[src/rtl/taxi_pkg.sv]
// Shared state encoding, output widths and default tariff constants for the taxi fare logic.
package taxi_pkg;

  typedef enum logic [1:0] {
    StIdle = 2'd0,
    StRun  = 2'd1,
    StHold = 2'd2
  } state_e;

  localparam int unsigned FareW = 14;
  localparam int unsigned DistW = 10;
  localparam int unsigned WaitW = 8;

  localparam int unsigned DefBaseFare = 130;
  localparam int unsigned DefFreeDist = 6;
  localparam int unsigned DefDistRate = 10;
  localparam int unsigned DefFreeWait = 3;
  localparam int unsigned DefWaitRate = 5;
  localparam int unsigned DefMaxFare  = 9999;

endpackage

[src/rtl/sat_add.sv]
// Combinational add that clamps to Limit; the sum is formed one bit wider than the operands.
module sat_add #(
  parameter int unsigned Width = 8,
  parameter int unsigned Limit = 255
) (
  input  logic [Width-1:0] a_i,
  input  logic [Width-1:0] b_i,
  output logic [Width-1:0] sum_o,
  output logic             sat_o
);

  localparam logic [Width:0] LimitW = (Width + 1)'(Limit);

  logic [Width:0] sum_full;

  always_comb begin
    sum_full = {1'b0, a_i} + {1'b0, b_i};
    sat_o    = (sum_full >= LimitW);
    sum_o    = sat_o ? LimitW[Width-1:0] : sum_full[Width-1:0];
  end

endmodule

[src/rtl/fare_acc.sv]
// Taxi fare accumulator: IDLE/RUN/HOLD trip FSM charging distance and waiting time past free allowances.
module fare_acc
  import taxi_pkg::*;
#(
  parameter int unsigned BASE_FARE = DefBaseFare,
  parameter int unsigned FREE_DIST = DefFreeDist,
  parameter int unsigned DIST_RATE = DefDistRate,
  parameter int unsigned FREE_WAIT = DefFreeWait,
  parameter int unsigned WAIT_RATE = DefWaitRate,
  parameter int unsigned MAX_FARE  = DefMaxFare
) (
  input  logic             clk,
  input  logic             rst_n,
  input  logic             start,
  input  logic             stop,
  input  logic             clr,
  input  logic             dist_pulse,
  input  logic             min_pulse,
  output logic [FareW-1:0] fare,
  output logic [DistW-1:0] dist_cnt,
  output logic [WaitW-1:0] wait_min,
  output logic             running,
  output logic             max
);

  localparam logic [FareW-1:0] BaseFare = FareW'(BASE_FARE);
  localparam logic [FareW-1:0] DistRate = FareW'(DIST_RATE);
  localparam logic [FareW-1:0] WaitRate = FareW'(WAIT_RATE);
  localparam logic [DistW-1:0] FreeDist = DistW'(FREE_DIST);
  localparam logic [WaitW-1:0] FreeWait = WaitW'(FREE_WAIT);

  state_e           state_q;
  logic [FareW-1:0] fare_q;
  logic [DistW-1:0] dist_cnt_q;
  logic [WaitW-1:0] wait_min_q;
  logic             running_q;
  logic             max_q;

  logic [FareW-1:0] fare_inc;
  logic [FareW-1:0] fare_sum;
  logic             fare_sat;
  logic [DistW-1:0] dist_sum;
  logic [WaitW-1:0] wait_sum;
  logic             unused_dist_sat;
  logic             unused_wait_sat;

  // Charges use the pre-increment counts, so the pulse that exhausts an allowance is still free.
  always_comb begin
    fare_inc = '0;
    if (dist_pulse && (dist_cnt_q >= FreeDist)) begin
      fare_inc = fare_inc + DistRate;
    end
    if (min_pulse && (wait_min_q >= FreeWait)) begin
      fare_inc = fare_inc + WaitRate;
    end
  end

  sat_add #(
    .Width(FareW),
    .Limit(MAX_FARE)
  ) u_fare_add (
    .a_i  (fare_q),
    .b_i  (fare_inc),
    .sum_o(fare_sum),
    .sat_o(fare_sat)
  );

  sat_add #(
    .Width(DistW),
    .Limit((1 << DistW) - 1)
  ) u_dist_add (
    .a_i  (dist_cnt_q),
    .b_i  ({{(DistW - 1){1'b0}}, dist_pulse}),
    .sum_o(dist_sum),
    .sat_o(unused_dist_sat)
  );

  sat_add #(
    .Width(WaitW),
    .Limit((1 << WaitW) - 1)
  ) u_wait_add (
    .a_i  (wait_min_q),
    .b_i  ({{(WaitW - 1){1'b0}}, min_pulse}),
    .sum_o(wait_sum),
    .sat_o(unused_wait_sat)
  );

  always_ff @(posedge clk) begin
    if (!rst_n) begin
      state_q    <= StIdle;
      fare_q     <= '0;
      dist_cnt_q <= '0;
      wait_min_q <= '0;
      running_q  <= 1'b0;
      max_q      <= 1'b0;
    end else begin
      unique case (state_q)
        StIdle: begin
          if (start) begin
            state_q    <= StRun;
            fare_q     <= BaseFare;
            dist_cnt_q <= '0;
            wait_min_q <= '0;
            running_q  <= 1'b1;
            max_q      <= 1'b0;
          end
        end
        StRun: begin
          // Pulses coinciding with stop still land before the freeze.
          fare_q     <= fare_sum;
          dist_cnt_q <= dist_sum;
          wait_min_q <= wait_sum;
          max_q      <= max_q | fare_sat;
          if (stop) begin
            state_q   <= StHold;
            running_q <= 1'b0;
          end
        end
        StHold: begin
          if (start) begin
            state_q    <= StRun;
            fare_q     <= BaseFare;
            dist_cnt_q <= '0;
            wait_min_q <= '0;
            running_q  <= 1'b1;
            max_q      <= 1'b0;
          end else if (clr) begin
            state_q    <= StIdle;
            fare_q     <= '0;
            dist_cnt_q <= '0;
            wait_min_q <= '0;
            max_q      <= 1'b0;
          end
        end
        default: begin
          state_q   <= StIdle;
          running_q <= 1'b0;
        end
      endcase
    end
  end

  assign fare     = fare_q;
  assign dist_cnt = dist_cnt_q;
  assign wait_min = wait_min_q;
  assign running  = running_q;
  assign max      = max_q;

endmodule

[config.mk]
export PLATFORM = sky130hd
export DESIGN_NAME = fare_acc
export DESIGN_NICKNAME = d
export VERILOG_FILES = /design/src/rtl/taxi_pkg.sv /design/src/rtl/sat_add.sv /design/src/rtl/fare_acc.sv
export SDC_FILE = /design/constraint.sdc
export NUM_CORES = 1
export LEC_CHECK = 0
export ABC_AREA = 1
export CORE_MARGIN = 2
export CORE_UTILIZATION = 59
export DETAILED_ROUTE_END_ITERATION = 7
export GPL_ROUTABILITY_DRIVEN = 0
export PLACE_DENSITY = 0.85
export RECOVER_POWER = 25
export SYNTH_ARGS = -nofsm -noshare
export SYNTH_HDL_FRONTEND = slang
export SYNTH_HIERARCHICAL = 1
export SYNTH_SLANG_ARGS = --single-unit
[constraint.sdc]
create_clock -name clk -period 3.5 [get_ports clk]
set_clock_uncertainty 0.2 [all_clocks]
set_input_delay 0.525 -clock clk [delete_from_list [all_inputs] [get_ports clk]]
set_output_delay 0.525 -clock clk [all_outputs]
set_load 0.01 [all_outputs]
==> results of run 1 <==
==> through the flow <==
step | util (%) | TNS, ns
global placement | 69.69 | 0
detailed placement | 69.69 | -0.004134
CTS | 71.07 | 0
floorplan | - | 0
finish | 71.01 | 0
global route | 71.01 | 0
==> sequential cells by signal (all words and copies together), names as in the netlist <==
signal / flops
fare: 14
dist_cnt: 10
wait_min: 8
state_q: 2
max: 1
running: 1
==> worst min-delay path: stages, from the launching register on <==
cell	delay, ns
dfxtp_1	0.32
nor2_1	0.10
nor2_1	0.04
==> routing by layer <==
layer	up-vias	track usage, %
met4	0	7.133
met1	1970	36.43
met2	136	46.21
li1	2366	-
met3	16	3.676
met5	-	0
==> power by group <==
part           switching [mW]  internal (mW)
sequential              0.198          0.591
clock                   0.155          0.160
combinational            2.15           1.38
total                    2.50           2.13
==> worst max-delay path by stage <==
stage,slack [ns],cells after the start,to
floorplan,0.61,23,fare[7]
global placement,0.08,18,fare[7]
detailed placement,-0.004,22,fare[7]
CTS,0.29,17,max
global route,0.06,23,fare[7]
finish,0.28,21,max
==> area by class of cell <==
cell class | instances | area, µm²
Multi-Input combinational cell | 596 | 3013
Timing Repair Buffer | 46 | 441.7
Clock inverter | 1 | 7.507
Inverter | 116 | 435.4
Clock buffer | 7 | 86.33
Fill cell | 608 | 1969
Tap cell | 96 | 120.1
Sequential cell | 36 | 720.7
==> run_results.csv, run 1 <==
group,metric,value,unit
route,wl_per_cell,11.08,µm
pwr,power_density,959.8,mW/mm²
global_routing,grt_overflow,0,
setup_path,required,3.52,ns
cells_and_area,area_delta_synth_final,15.90,%
die,die_w,88.00,µm
placement,dp.cells,890,
cells_and_area,num_antenna_cells,0,
die,initial_utilization,61.27,%
placement,pre_cts_ws,-0.004134,ns
cells_and_area,drive_above_1_share,7.107,%
die,rows,30,
sta,setup_viol,0,
setup_path,ff2ff_setup_slack,0.31,ns
setup_path,crit_top_cell,"nand2_1",
sta,period_minus_slack,3.224,ns
sta,slew_violations,0,
sta,whs,0.3001,ns
die,die_h,88.00,µm
route,wl_met3,600,µm
global_routing,antenna_found_initial,0,
route,ant_nets,0,
placement,placed_cell_area,0.004735,mm²
route,vias,4488,
route,highest_layer,"met4",
die,top_level_ports,41,
route,dr.pass1.iters,5,
sta,finalHoldViolCount,0,
die,dieArea,0.007743,mm²
cts,htree_levels,2,
cells_and_area,final_cell_mix,"nand2_1 (253), inv_1 (114), nor2_1 (107)",
sta,slew_headroom,5.378,%
route,totalWireLength,9.947,mm
route,drt_iter0_drc,324,
setup_path,r2r_start,"wait_min[4]",
route,via_per_inst,4.998,
hold_path,hp-class,"reg -> reg",
cts,clock_sinks,36,
setup_path,crit_fanout,8,
setup_path,cp_top_family,"simple AND/OR/NAND/NOR gates",
setup_path,end_kind,"flip-flop",
setup_path,setup.worst_path.start_class,"primary input",
setup_path,path_cells,"clkdlybuf4s50_1 > o21a_1 > ha_1 > fa_1 > nand2_1 > nand2_1 > nand3_2 > nand2_2 > nand2_2 > nand2_1 > nand2_1 > nand2_2 > nor2_2 > nand2_1 > nand2_2 > nand2_4 > nand2_8 > nor2_1 > nor2_1 > nand3_1 > a21oi_1",
setup_path,reg2reg_depth,22,
pwr,ir_drop,0.5165,mV
route,drc,0,
cts,clk_pin_slew_worst_paths,0.07,ns
route,routed-wl-met2,4.649,mm
setup_path,worstPathBufferInverterCount,1,
synth,synth_area,0.004163,mm²
setup_path,slowest_stage,"clkdlybuf4s50_1",
global_routing,grt_max_degree,36,
placement,io_buffers,40,
setup_path,worst-setup-path-type,"in -> reg",
sta,min_period_over_period,92.11,%
sta,rsz0062_at_grt,"false",
cts,cts_buffer_depth,2,
hold_path,min_to,"fare[5]",
cts,cts_made_buffers,5,
global_routing,grt_pass1_vias,3978,
pwr,p_leak,2.801,nW
flow_run,max_cap_violations,0,
synth,synth.avg_cell_area,5.648,µm²
cts,cts_tree,"yes",
route,wl_met1,4.567,mm
die,coreArea,0.006794,mm²
outcome,status,"complete, no violations",
cells_and_area,final_common_cell,"nand2_1",
setup_path,rr_endpoint,"max",
cts,root_buffer,"clkbuf_8",
setup_path,critPathMaxStageDelay,0.44,ns
hold_path,hold_depth,2,
global_routing,grt_pass1_wl,17.19,mm
cts,ctsResizeCount,0,
cts,post_cts_buffers,0,
cells_and_area,nets,849,
global_routing,grt_usage,27.26,%
cells_and_area,stdcell_area,0.004825,mm²
pwr,power,4.631,mW
synth,syn_inst,737,
sta,worst_slack,0.2763,ns
sta,fmax,310.2,MHz
hold_path,holdCritStartpoint,"fare[5]",
synth,yosysWarnings,6,
cells_and_area,final_cells,898,
cts,clock_latency,0.29,ns
setup_path,crit_arrival,3.24,ns
setup_path,startpoint,"min_pulse",
placement,dp_hpwl,7.937,mm
sta,worst_pin_slew,1.419,ns
cts,ctsHoldBuffers,0,
Note: power is estimated with default switching activity, not from simulation.
==> inputs of run 2 (changes only) <==
--- a/config.mk
+++ b/config.mk
@@ -6,7 +6,7 @@
 export NUM_CORES = 1
 export LEC_CHECK = 0
 export ABC_AREA = 1
-export CORE_MARGIN = 2
+export CORE_MARGIN = 8
 export CORE_UTILIZATION = 59
 export DETAILED_ROUTE_END_ITERATION = 7
 export GPL_ROUTABILITY_DRIVEN = 0
==> run 2 against run 1 <==
Against the previous run: via count grew 0.27%; non-clock buffer count is 1 lower; sequential cell count unchanged; largest cell class unchanged.
==> run_results.csv, run 2 (synthesis results as in run 1) <==
group,metric,value,unit
outcome,status,"complete, no violations",
route,drc,0,
cts,ctsHoldBuffers,0,
route,dr.pass1.iters,5,
sta,finalHoldViolCount,0,
die,die_h,100.0,µm
hold_path,min_to,"max",
die,die_w,100.0,µm
setup_path,worst-setup-path-type,"in -> reg",
sta,worst_slack,0.2976,ns
setup_path,slowest_stage,"clkdlybuf4s50_1",
setup_path,ff2ff_setup_slack,0.32,ns
die,dieArea,0.009999,mm²
hold_path,holdCritStartpoint,"max",
cts,ctsResizeCount,0,
sta,setup_viol,0,
cells_and_area,drive_above_1_share,7.241,%
hold_path,hold_depth,2,
flow_run,max_cap_violations,0,
global_routing,grt_overflow,0,
setup_path,setup.worst_path.start_class,"primary input",
hold_path,hp-class,"reg -> reg",
cells_and_area,largest_reg_flops,14,
placement,placed_cell_area,0.004727,mm²
die,top_level_ports,41,
sta,slew_headroom,48.01,%
cells_and_area,stdcell_area,0.004820,mm²
placement,dp_hpwl,8.188,mm
cells_and_area,num_antenna_cells,0,
setup_path,crit_fanout,8,
route,wl_per_cell,11.31,µm
pwr,clkPwrFrac,6.5,%
global_routing,antenna_found_initial,0,
setup_path,r2r_start,"wait_min[4]",
sta,worst_pin_slew,0.7798,ns
placement,io_buffers,40,
cells_and_area,nets,848,
route,totalWireLength,10.15,mm
cts,cts_buffer_depth,2,
sta,rsz0062_at_grt,"false",
route,ant_nets,0,
pwr,power_density,957.1,mW/mm²
cells_and_area,area_delta_synth_final,15.78,%
pwr,p_leak,2.810,nW
pwr,ir_drop,0.5155,mV
setup_path,reg2reg_depth,18,
global_routing,grt_max_degree,36,
pwr,seqPwrFrac,17.0,%
cts,htree_levels,2,
global_routing,grt_usage,21.10,%
cts,root_buffer,"clkbuf_8",
setup_path,path_cells,"clkdlybuf4s50_1 > o21a_1 > ha_1 > fa_1 > nand2_1 > nand2_1 > nor2_1 > nand3_1 > nand3b_1 > o21ai_2 > nand3_4 > nand2_8 > nor2_2 > nand2_1 > nand3_1 > nor2_1 > nor2_1",
die,initial_utilization,61.27,%
sta,period_minus_slack,3.202,ns
cts,post_cts_buffers,0,
pwr,switchingPower,2.507,mW
setup_path,crit_arrival,3.19,ns
sta,tns,0,ns
pwr,p_comb_share,76.5,%
setup_path,required,3.49,ns
pwr,p_sw_share,54.34,%
global_routing,grt_pass1_wl,17.81,mm
placement,pre_cts_ws,-0.01901,ns
route,drt_iter0_drc,218,
cts,cts_tree,"yes",
sta,slew_violations,0,
cells_and_area,register_area,720.7,µm²
setup_path,critPathMaxStageDelay,0.44,ns
pwr,intPower,2.106,mW
sta,min_period_over_period,91.50,%
global_routing,grt_pass1_vias,4208,
cts,clock_sinks,36,
cts,clk_pin_slew_worst_paths,0.08,ns
die,rows,30,
die,coreArea,0.006794,mm²
sta,fmax,312.3,MHz
cells_and_area,fillCellCount,598,
route,via_per_inst,5.017,
cts,cts_made_buffers,5,
placement,dp.cells,889,
pwr,power,4.613,mW
route,vias,4500,
cells_and_area,final_cells,897,
cells_and_area,final_cell_mix,"nand2_1 (253), inv_1 (114), nor2_1 (107)",
setup_path,rr_endpoint,"fare[7]",
cts,clock_latency,0.30,ns
cells_and_area,final_common_cell,"nand2_1",
cells_and_area,multi_input_area,0.003018,mm²
setup_path,end_kind,"flip-flop",
[run 2: cell types whose count changed in the layout (fill, tap and decap cells not counted)]
| cell | delta |
|---|---|
| clkbuf_8 | -1 |
| clkinv_4 | +1 |
| clkinvlp_4 | -1 |
| clkdlybuf4s50_1 | -2 |
| nor2_2 | -1 |
| nor2_4 | +1 |
| clkbuf_1 | -2 |
| dlygate4sd3_1 | +2 |
| clkinv_2 | +2 |
[run 2: power by group through the flow]
stage               combinational (mW)  sequential, mW  clock, mW
floorplan                         2.60           0.822          0
global placement                  3.39           0.791          0
detailed placement                3.46           0.802          0
CTS                               3.49           0.792      0.305
global route                      4.00           0.814      0.320
finish                            3.53           0.784      0.300
[run 2: worst max-delay path: cells and delay by family]
kind / cells / cell delay (ns)
buf+inv: 1 / 0.44
simple gates: 12 / 1.27
compound gates: 2 / 0.34
fa+ha+maj: 2 / 0.61
[run 2: through the flow]
step / hold WS (ns) / utilization [%]
global placement: 0.2770 / 69.58
CTS: 0.2986 / 70.87
global route: 0.3143 / 70.94
finish: 0.3049 / 70.94
detailed placement: 0.2839 / 69.58
floorplan: 0.2922 / -
[run 2: worst max-delay path by stage]
stage / endpoint / start / slack [ns] / depth (start not counted)
floorplan: fare[7] / wait_min[4] / 0.61 / 23
global placement: fare[7] / min_pulse / 0.08 / 18
detailed placement: fare[7] / min_pulse / -0.02 / 22
CTS: fare[7] / min_pulse / 0.30 / 22
global route: fare[7] / min_pulse / 0.03 / 22
finish: fare[7] / min_pulse / 0.30 / 17
[run 2: per-layer routing]
layer | track usage (%) | routed length (µm)
met1 | 25.31 | 4582
met2 | 36.58 | 4823
met3 | 4.360 | 577
met4 | 6.628 | 164
met5 | 0 | 0
[run 2: final cells by class]
class	instances	area share [%]
Multi-Input combinational cell	596	62.62
Sequential cell	36	14.95
Timing Repair Buffer	45	9.086
Inverter	116	9.034
Tap cell	96	2.492
Clock buffer	5	1.428
Clock inverter	3	0.3894
==> RTL change, RTL diff (config.mk and constraints of run 2) <==
Reset style: asynchronous (`rst_n`), changed in one clocked block.
--- a/src/rtl/fare_acc.sv
+++ b/src/rtl/fare_acc.sv
@@ -85,7 +85,7 @@
     .sat_o(unused_wait_sat)
   );
 
-  always_ff @(posedge clk) begin
+  always_ff @(posedge clk or negedge rst_n) begin
     if (!rst_n) begin
       state_q    <= StIdle;
       fare_q     <= '0;
Function: differs if rst_n is asserted again (counterexample within 4 cycles, from zero or initial values and one cycle with rst_n low); with rst_n held inactive, the same outputs for 10 cycles.
==> RTL change against run 2 <==
The run now ends with max-capacitance violations, max-slew violations left. Non-clock buffer count unchanged. Total power shrank 11%. Area after synthesis grew 1.1%. Setup slack got worse by 0.079 ns. Sequential cell count unchanged. Sequential share of layout area grew 3.5 points. Combinational power down 15%. Wire length rose by 5.6%. Design area increased by 1.6%.
==> RTL change: results (changes against run 2) <==
Power
  • Peak supply drop: 0.524 mV (+1.7%)
  • Static leakage: 2.76 nW (-1.6%)

Place
  • Final HPWL from detailed placement: 8500 µm (+3.9%)
  • Placement Setup Slack: -0.0472 ns (-0.0282 ns)

Hold path
  • Hold_sp: fare[5]
  • Cells on Worst Hold Path: 2 (unchanged)

Detailed routing
  • Iter 0 DRT Violations: 287 (+32%)
  • Vias: 4456 (-0.98%)
  • Total routed wirelength: 10700 µm (+5.6%)
  • Drt first pass iters: 5 (unchanged)

Global routing
  • First-pass GRT wire length: 18500 µm (+4.1%)
  • GRT Util Overall: 21.9% (+0.83 points)
  • Largest net degree at the start of global routing: 37 (+2.8%)
  • Number of global-route vias before repair: 4168 (-0.95%)

Run status
  • Failing checks: max-capacitance violations, max-slew violations
  • Status: finished with violations

Worst setup path
  • Delay-heaviest family, CP: simple AND/OR/NAND/NOR gates
  • Data required, critical path: 3.48 ns (about the same)
  • Crit path max fanout: 8 (unchanged)
  • Worst r2r path cells: 19 (+1)
  • Crit. Startpoint: min_pulse
  • Start of the worst register-to-register path: wait_min[4]

Clock tree
  • TritonCTS Buffers: 5 (unchanged)
  • Clk_lat worst skew: about 0.29 ns
  • H-tree levels: 2 (unchanged)
  • Post-CTS Setup Bufs: 0 (unchanged)
  • CTS clk-pin slew, worst paths: 0.07 ns

Cells and area
  • Fill cells: 593 (-0.84%)
  • Max FFs per register: 14 (unchanged)
  • Nets@finish: 788 (-7.1%)
  • Layout cells sized above 1: 8.22% (+0.98 points)

Flow run
  • Maxcap violations: 1 (+1)

Timing
  • Max Slew Vio Count: 37 (+37)
  • Max-Slew Margin vs Limit: -31.5% (-79 points)
-- RTL change: stage by stage --
stage	power (mW)	hold slack, ns	setup TNS, ns	area [µm²]	std cells
after floorplan	2.92	0.0294	0	4310	703
after global placement	3.54	0.294	0	4760	830
after detailed placement	3.62	0.300	-0.0993	4760	830
after CTS	4.06	0.163	0	4890	838
after global routing	4.53	0.346	-0.0357	4900	838
final	4.12	0.321	0	4900	838
-- RTL change: area by class of cell --
type                            count  area, µm²  share of cell area [%]
Inverter                           83        312                    6.36
Multi-Input combinational cell    570       3000                    61.4
Clock inverter                      1       30.0                   0.613
Clock buffer                        7       96.3                    1.97
Sequential cell                    36        902                    18.4
Timing Repair Buffer               45        432                    8.82
Tap cell                           96        120                    2.45
-- RTL change: where the power goes --
part	switching [mW]	leakage, nW	internal, mW	total, mW
sequential	0.166	0.472	0.569	0.735
combinational	1.81	2.23	1.17	2.99
clock	0.151	0.0645	0.251	0.402
-- RTL change: layer usage --
metal	vias up	GRT usage, %	part of all wire (%)	routed length [µm]
li1	2235	-	-	-
met1	2041	26.6	43	4610
met2	156	38.4	49	5220
met3	24	4.36	6.8	724
met4	0	5.58	1.4	155
met5	-	0	0	0
-- RTL change: worst register-to-register path, delay by kind of cell, from the launching register on --
| kind | cells | cell delay (ns) |
|---|---|---|
| AOI/OAI and AO/OA | 2 | 0.41 |
| and+or+nand+nor | 15 | 1.49 |
| adders and majority gates | 2 | 0.63 |
| DFF | 1 | 0.44 |
-- RTL change: path summary, 6_finish.rpt --
path	endpoint	slack, ns
hold reg to reg	fare[5]	0.32
min in group asynchronous	state_q[0]	0.58
setup reg to reg	fare[7]	0.22
setup / recovery	fare[7]	0.22
hold / removal	fare[5]	0.32
max in group asynchronous	wait_min[1]	1.24
